$ cat src/rtl/qrs_peak_detector.sv
// QRS peak detector: adaptive-threshold beat detection on the averaged
// wavelet multiplier-product stream, with peak tracking and refractory window.
module qrs_peak_detector #(
    parameter int unsigned          DATA_W     = 32,
    parameter int unsigned          CNT_W      = 16,
    parameter logic [DATA_W-1:0]    INIT_THR   = 32'h0000_1000,
    parameter logic [DATA_W-1:0]    THR_MIN    = 32'h0000_0100,
    parameter int unsigned          REFRACT    = 50,
    parameter int unsigned          MAX_WIDTH  = 40,
    parameter int unsigned          MISS_LIMIT = 400
) (
    input  logic              clk,
    input  logic              rst,
    input  logic              mp_valid,
    input  logic [DATA_W-1:0] mp_data,
    output logic              qrs_pulse,
    output logic [DATA_W-1:0] qrs_peak,
    output logic [CNT_W-1:0]  qrs_index,
    output logic [CNT_W-1:0]  rr_interval,
    output logic [DATA_W-1:0] threshold,
    output logic              busy
);

    localparam int unsigned MISS_W = $clog2(MISS_LIMIT + 1);
    localparam int unsigned REF_W  = $clog2(REFRACT + 1);
    localparam int unsigned WID_W  = $clog2(MAX_WIDTH + 1);

    localparam logic [MISS_W-1:0] MISS_LAST  = MISS_W'(MISS_LIMIT - 1);
    localparam logic [REF_W-1:0]  REF_LAST   = REF_W'(REFRACT - 1);
    localparam logic [WID_W-1:0]  WIDTH_LAST = WID_W'(MAX_WIDTH - 1);

    typedef enum logic [1:0] {
        S_SEARCH,
        S_PEAK_TRACK,
        S_REFRACT
    } state_t;

    state_t              r_state, w_state_nxt;
    logic [DATA_W-1:0]   r_thr, w_thr_nxt;
    logic [DATA_W-1:0]   r_spk, w_spk_nxt;
    logic [CNT_W-1:0]    r_cnt, w_cnt_nxt;
    logic [MISS_W-1:0]   r_miss, w_miss_nxt;
    logic [REF_W-1:0]    r_ref, w_ref_nxt;
    logic [WID_W-1:0]    r_width, w_width_nxt;
    logic [DATA_W-1:0]   r_pk_val, w_pk_val_nxt;
    logic [CNT_W-1:0]    r_pk_idx, w_pk_idx_nxt;
    logic [CNT_W-1:0]    r_last_idx, w_last_idx_nxt;
    logic                r_first, w_first_nxt;
    logic                r_pulse, w_pulse_nxt;
    logic [DATA_W-1:0]   r_peak, w_peak_nxt;
    logic [CNT_W-1:0]    r_index, w_index_nxt;
    logic [CNT_W-1:0]    r_rr, w_rr_nxt;

    logic                w_pk_upd;
    logic [DATA_W-1:0]   w_pk_eff_val;
    logic [CNT_W-1:0]    w_pk_eff_idx;
    logic [DATA_W:0]     w_spk_sum;
    logic [DATA_W-1:0]   w_spk_decl;
    logic [DATA_W-1:0]   w_thr_decl_raw;
    logic [DATA_W-1:0]   w_thr_decl;
    logic [DATA_W-1:0]   w_thr_half_raw;
    logic [DATA_W-1:0]   w_thr_half;

    // Peak value/index including the current sample, so a declaring sample
    // that is itself larger still lands in the reported peak.
    assign w_pk_upd     = (mp_data > r_pk_val);
    assign w_pk_eff_val = w_pk_upd ? mp_data : r_pk_val;
    assign w_pk_eff_idx = w_pk_upd ? r_cnt   : r_pk_idx;

    // Signal estimate update one bit wider than the data, saturating on overflow.
    assign w_spk_sum      = {1'b0, r_spk}
                          - {4'b0000, r_spk[DATA_W-1:3]}
                          + {4'b0000, w_pk_eff_val[DATA_W-1:3]};
    assign w_spk_decl     = w_spk_sum[DATA_W] ? '1 : w_spk_sum[DATA_W-1:0];
    assign w_thr_decl_raw = w_spk_decl >> 1;
    assign w_thr_decl     = (w_thr_decl_raw < THR_MIN) ? THR_MIN : w_thr_decl_raw;

    assign w_thr_half_raw = r_thr >> 1;
    assign w_thr_half     = (w_thr_half_raw < THR_MIN) ? THR_MIN : w_thr_half_raw;

    always_comb begin
        w_state_nxt    = r_state;
        w_thr_nxt      = r_thr;
        w_spk_nxt      = r_spk;
        w_cnt_nxt      = r_cnt;
        w_miss_nxt     = r_miss;
        w_ref_nxt      = r_ref;
        w_width_nxt    = r_width;
        w_pk_val_nxt   = r_pk_val;
        w_pk_idx_nxt   = r_pk_idx;
        w_last_idx_nxt = r_last_idx;
        w_first_nxt    = r_first;
        w_pulse_nxt    = 1'b0;
        w_peak_nxt     = r_peak;
        w_index_nxt    = r_index;
        w_rr_nxt       = r_rr;

        if (mp_valid) begin
            w_cnt_nxt = r_cnt + CNT_W'(1);
            unique case (r_state)
                S_SEARCH: begin
                    if (mp_data > r_thr) begin
                        w_state_nxt  = S_PEAK_TRACK;
                        w_pk_val_nxt = mp_data;
                        w_pk_idx_nxt = r_cnt;
                        w_width_nxt  = WID_W'(1);
                    end else if (r_miss == MISS_LAST) begin
                        w_thr_nxt  = w_thr_half;
                        w_spk_nxt  = w_thr_half << 1;
                        w_miss_nxt = '0;
                    end else begin
                        w_miss_nxt = r_miss + MISS_W'(1);
                    end
                end

                S_PEAK_TRACK: begin
                    w_pk_val_nxt = w_pk_eff_val;
                    w_pk_idx_nxt = w_pk_eff_idx;
                    w_width_nxt  = r_width + WID_W'(1);
                    if ((mp_data <= r_thr) || (r_width == WIDTH_LAST)) begin
                        w_pulse_nxt    = 1'b1;
                        w_peak_nxt     = w_pk_eff_val;
                        w_index_nxt    = w_pk_eff_idx;
                        w_rr_nxt       = r_first ? '0 : (w_pk_eff_idx - r_last_idx);
                        w_last_idx_nxt = w_pk_eff_idx;
                        w_first_nxt    = 1'b0;
                        w_spk_nxt      = w_spk_decl;
                        w_thr_nxt      = w_thr_decl;
                        w_ref_nxt      = '0;
                        w_state_nxt    = S_REFRACT;
                    end
                end

                S_REFRACT: begin
                    if (r_ref == REF_LAST) begin
                        w_state_nxt = S_SEARCH;
                        w_miss_nxt  = '0;
                    end else begin
                        w_ref_nxt = r_ref + REF_W'(1);
                    end
                end

                default: begin
                    w_state_nxt = S_SEARCH;
                    w_miss_nxt  = '0;
                end
            endcase
        end
    end

    always_ff @(posedge clk) begin
        if (rst) begin
            r_state    <= S_SEARCH;
            r_thr      <= INIT_THR;
            r_spk      <= INIT_THR << 1;
            r_cnt      <= '0;
            r_miss     <= '0;
            r_ref      <= '0;
            r_width    <= '0;
            r_pk_val   <= '0;
            r_pk_idx   <= '0;
            r_last_idx <= '0;
            r_first    <= 1'b1;
            r_pulse    <= 1'b0;
            r_peak     <= '0;
            r_index    <= '0;
            r_rr       <= '0;
        end else begin
            r_state    <= w_state_nxt;
            r_thr      <= w_thr_nxt;
            r_spk      <= w_spk_nxt;
            r_cnt      <= w_cnt_nxt;
            r_miss     <= w_miss_nxt;
            r_ref      <= w_ref_nxt;
            r_width    <= w_width_nxt;
            r_pk_val   <= w_pk_val_nxt;
            r_pk_idx   <= w_pk_idx_nxt;
            r_last_idx <= w_last_idx_nxt;
            r_first    <= w_first_nxt;
            r_pulse    <= w_pulse_nxt;
            r_peak     <= w_peak_nxt;
            r_index    <= w_index_nxt;
            r_rr       <= w_rr_nxt;
        end
    end

    assign qrs_pulse   = r_pulse;
    assign qrs_peak    = r_peak;
    assign qrs_index   = r_index;
    assign rr_interval = r_rr;
    assign threshold   = r_thr;
    assign busy        = (r_state != S_SEARCH);

endmodule

$ cat config.mk
export PLATFORM = sky130hd
export DESIGN_NAME = qrs_peak_detector
export DESIGN_NICKNAME = d
export VERILOG_FILES = /design/src/rtl/qrs_peak_detector.sv
export SDC_FILE = /design/constraint.sdc
export NUM_CORES = 1
export LEC_CHECK = 0
export ABC_CLOCK_PERIOD_IN_PS = 6800
export BUFFER_PORTS_ARGS = -buffer_cell sky130_fd_sc_hd__buf_2
export CELL_PAD_IN_SITES_DETAIL_PLACEMENT = 1
export CELL_PAD_IN_SITES_GLOBAL_PLACEMENT = 1
export CORE_ASPECT_RATIO = 0.8
export CORE_MARGIN = 4
export CORE_UTILIZATION = 35
export CTS_BUF_LIST = sky130_fd_sc_hd__clkbuf_4 sky130_fd_sc_hd__clkbuf_8
export CTS_CLUSTER_DIAMETER = 120
export CTS_CLUSTER_SIZE = 28
export DETAILED_ROUTE_END_ITERATION = 12
export PLACE_DENSITY_LB_ADDON = 0.1
export SLEW_MARGIN = 10
export SYNTH_ARGS = -nofsm -noshare
export SYNTH_HDL_FRONTEND = slang
export SYNTH_SLANG_ARGS = --single-unit
$ cat constraint.sdc
create_clock -name clk -period 6.8 [get_ports clk]
set_input_delay 1.02 -clock clk [delete_from_list [all_inputs] [get_ports clk]]
set_output_delay 1.02 -clock clk [all_outputs]
set_load 0.05 [all_outputs]
==> summary.md <==
| Metric | Value |
|---|---|
| Sequential cell area | between 0.004 and 0.005 sq mm |
| Crit start category | primary input |
| Fillers | approximately 4700 |
| Data required, critical path | around 7300 ps |
| Top-Level Pins | between 100 and 150 |
| Endpoints failing hold | 0 |
| Largest family of logic cells by synthesized area | compound AO/OA/AOI/OAI gates |
| Slowest CP cell | or4_1 |
| Synth Area in Simple Gates | 16.5% |
| Total CTS buffers | 11 |
| H-tree levels | 1 |
| Initial core utilization | between 30% and 40% |
| Port bufs | 131 |
| Syn avg cell area | ~8.1 sq um |
| Total GRT Usage | between 20% and 30% |
| Tot Pwr | between 3 and 4 mW |
| FF+latch count, synth | 216 |
| Share of layout cells above drive strength 1 | 21.3% |
| Worst skew pair latency | roughly 560 ps |
| Worst path max stage delay | 570 ps |
| Pint | 2.37 mW |
| Area growth syn-to-layout | 22.2% |
| DP Worst Slack | -488 ps |
| Worst reg2reg startpoint | r_pk_val[9] |
| CTS Sinks | ~220 |
| PD cells | between 200 and 250 mW/mm^2 |
| Comb power frac | 49.7% |
| GR Layer Usage met3 | 3.49% |
| Top Usage Layer GRT | met2 |
| Final HPWL DP | 39300 um |
| Global-route wire length before repair | about 78000 um |
| Via density | 5.36 |
| Slew Limit Fails | 0 |
| CP arrival | about 7100 ps |
| Layout Skew | 20.6 ps |
| Netlist cell types | 74 |
| Outcome | finished clean |
| Leak | 7.32 nW |
| Routed Antenna Nets | 0 |
| Worst-Margin Slew | 1130 ps |
| Crit Path Max Fanout | 7 |
| Nets | approximately 2200 |
| DIE AREA | 0.0423 sq mm |
| Sw Ratio | 38.7% |
| Drt wl/cell | roughly 20 um |
| Multi-input logic area | 0.00851 sq mm |
| Core ar. | 0.0384 sq mm |
| Antenna violations before repair | 1 |
| Fin util | 43.5% |
| Die span in x | 229 um |
| Final worst slack | 216 ps |
| Hold Buf Count CTS | 0 |
| Total gr overflow | 0 |
| Std-Cell Rows | 64 |
| Worst ir drop on vdd | ~0.11 mV |
| Register area share after synthesis | 31.6% |
| Synthesized area | 0.0137 sq mm |
| R2R depth | 25 |
| Syn. warnings | 0 |
| RR Endpoint | threshold[2] |
| Most common cell on crit path | buf_4 |
| Total wire length | 50000 um |
| Crit. End Element | register |
| TritonCTS clock tree | yes |
| Vias in the first global route | 13700 |
| Clk buf depth | 3 |
| Largest net degree at the start of global routing | 83 |
| Clock Power Share | 16.1% |
| Die Y | 185 um |
| ANT cells | 0 |
| Fmax | 152 MHz |
| Synthesized instance count | about 1700 |
| Slew Limit Headroom | a little under a quarter |
| Post-synthesis xor/xnor area fraction | 4.80% |
| Critical path destination | threshold[2] |
| Sequential Power Share | 34.2% |
| 1st-iter DRT viols | approximately 640 |
| Vias | roughly 13000 |
| Tmin final | ~6600 ps |
| Clk slew on worst S/H paths | 170 ps |
| CP startpoint | mp_data[9] |
| Pre-antenna DRT Iters | 5 |
| Async set-reset flop share out of synthesis | 0% |
| Min-delay worst type | register to register |
| Syn nets | 1879 |
| Drc violations | 0 |
| Met2 usage | around 36% |
| CTS root buffer | clkbuf_8 |
| GRT met1 Usage | 33.7% |
| Post-synth EDFFs | 0 |
| Max_cap viols | 0 |
| FF-to-FF setup slack | 320 ps |
| GP Congestion | 0.945 |
| Fin crit share | 96.8% |
| Top_reg_cell synth | dfxtp_1 |
| Synth Area in Compound Gates | 21.0% |
| Synth Area in Adders | 15.0% |
| Final setup viols | 0 |
| Mux share of post-synthesis cell area | ~3.7% |
| WS Path Type | primary input to register |
| Switching pwr | 1.50 mW |
[routing by layer]
layer,wire (um),up-vias
li1,-,6436
met1,25100,6522
met2,21400,276
met3,2400,49
met4,1140,0
met5,0,-
[critical path: cells and delay by family]
family,cells,cell delay (ps)
buffers and inverters,5,730
AO/OA/AOI/OAI,13,2870
multiplexers,1,190
XOR/XNOR,1,120
adder cells (fa/ha/maj),3,1150
AND/OR/NAND/NOR,2,950
[synthesized netlist by cell type, drive strengths merged, types with 4 or more instances]
library cell  number  area share (%)
o31ai              7            0.38
o21ai             65             2.4
and3              11            0.50
o21a              13            0.71
and2               5            0.23
a31oi             18            0.82
nor2             120             3.3
nor4              12            0.55
xnor2             38             2.4
nand2b             8            0.37
inv              180             4.9
nor3              36             1.3
a211oi            47             2.6
a2111o             4            0.33
ha               116              11
xor2              37             2.4
a221oi             5            0.32
o311ai             5            0.32
buf               12            0.42
or2                9            0.41
or3               11            0.50
a22oi             12            0.66
dfxtp            216              32
nand4             29             1.3
clkbuf            71             2.0
mux2i             35             2.6
mux2              14             1.2
o211a             15             1.1
a21oi            170             6.2
nand3             19            0.70
fa                30             4.4
nand2            220             6.0
o211ai             8            0.44
a21o              32             1.8
nor2b              8            0.37
o21bai             5            0.27
o41ai              6            0.44
[area by class of cell]
type                    instances  share of cell area [%]
well taps                     495                    3.71
clock buffers                  12                   0.951
inverters                     180                    4.04
clock inverters                 2                   0.210
flip-flops and latches        216                    25.9
multi-input cells            1219                    50.9
repair buffers                355                    14.3
[timing repair]
item / in CTS / in global routing
setup endpoints to repair: 0 / 38
buffers inserted: 0 / 6
resized for setup: 0 / 25
[logic make-up (layout without fill, tap and decap cells)]
group                      Yosys count  in the layout
AOI/OAI and AO/OA                  445            445
xor gates and xnor gates            75             75
other                                1              1
DFF                                216            216
and+or+nand+nor                    503            503
muxes                               49             49
adders and majority gates          146            146
buffers and inverters              263            549
[state kept, by name, indices dropped and copies added, names as in the netlist]
register	count
qrs_peak	32
r_pk_val	32
r_spk	32
threshold	31
qrs_index	16
r_cnt	16
r_pk_idx	16
rr_interval	16
r_miss	9
r_ref	6
r_width	6
r_state	2
qrs_pulse	1
r_first	1
[worst min path at each step]
| stage | from | end | slack [ps] | depth (start not counted) |
|---|---|---|---|---|
| global route | r_pk_idx[4] | r_pk_idx[4] | 480 | 2 |
| global placement | rr_interval[15] | rr_interval[15] | 440 | 2 |
| finish | r_pk_idx[10] | r_pk_idx[10] | 470 | 2 |
| CTS | r_pk_idx[5] | r_pk_idx[5] | 470 | 2 |
| floorplan | r_pk_idx[10] | r_pk_idx[10] | 430 | 2 |
| detailed placement | rr_interval[15] | rr_interval[15] | 440 | 2 |
[stage by stage]
stage	area (sq um)	std cells	TNS [ps]	hold WS, ps
floorplan	13700	1698	0	434
CTS	16600	2473	0	470
finish	16700	2479	0	466
detailed placement	16400	2459	-8320	445
global route	16700	2479	-233	481
global placement	16400	2459	-6370	437
[placed cells by master, fill, tap and decap left out, types with 7 or more instances in the layout]
cell and instances:
o31ai_1 7, xor2_1 37, nand4_1 29, dfxtp_1 216, ha_1 116, nor2b_1 7, inv_1 180, o211a_1 15
nor4_1 10, a22oi_1 12, nor2_1 119, mux2_2 14, mux2i_1 30, fa_1 30, clkbuf_8 11, buf_4 220
a211oi_1 44, o21a_1 11, and3_1 11, or2_2 9, nand2b_1 8, a21o_1 32, nand3_1 19, o211ai_1 8
xnor2_1 38, a21oi_1 167, nand2_1 220, buf_2 130, a31oi_1 18, o21ai_1 7, o21ai_0 54, or3_1 11
nor3_1 34
[power groups by stage]
stage | combinational, mW | clock, mW | sequential, mW
finish | 1.92 | 0.624 | 1.32
global route | 2.08 | 0.698 | 1.33
CTS | 1.84 | 0.658 | 1.32
detailed placement | 1.83 | 0 | 1.35
global placement | 1.80 | 0 | 1.35
floorplan | 0.925 | 0 | 1.37
(Power assumes the default switching activity.)
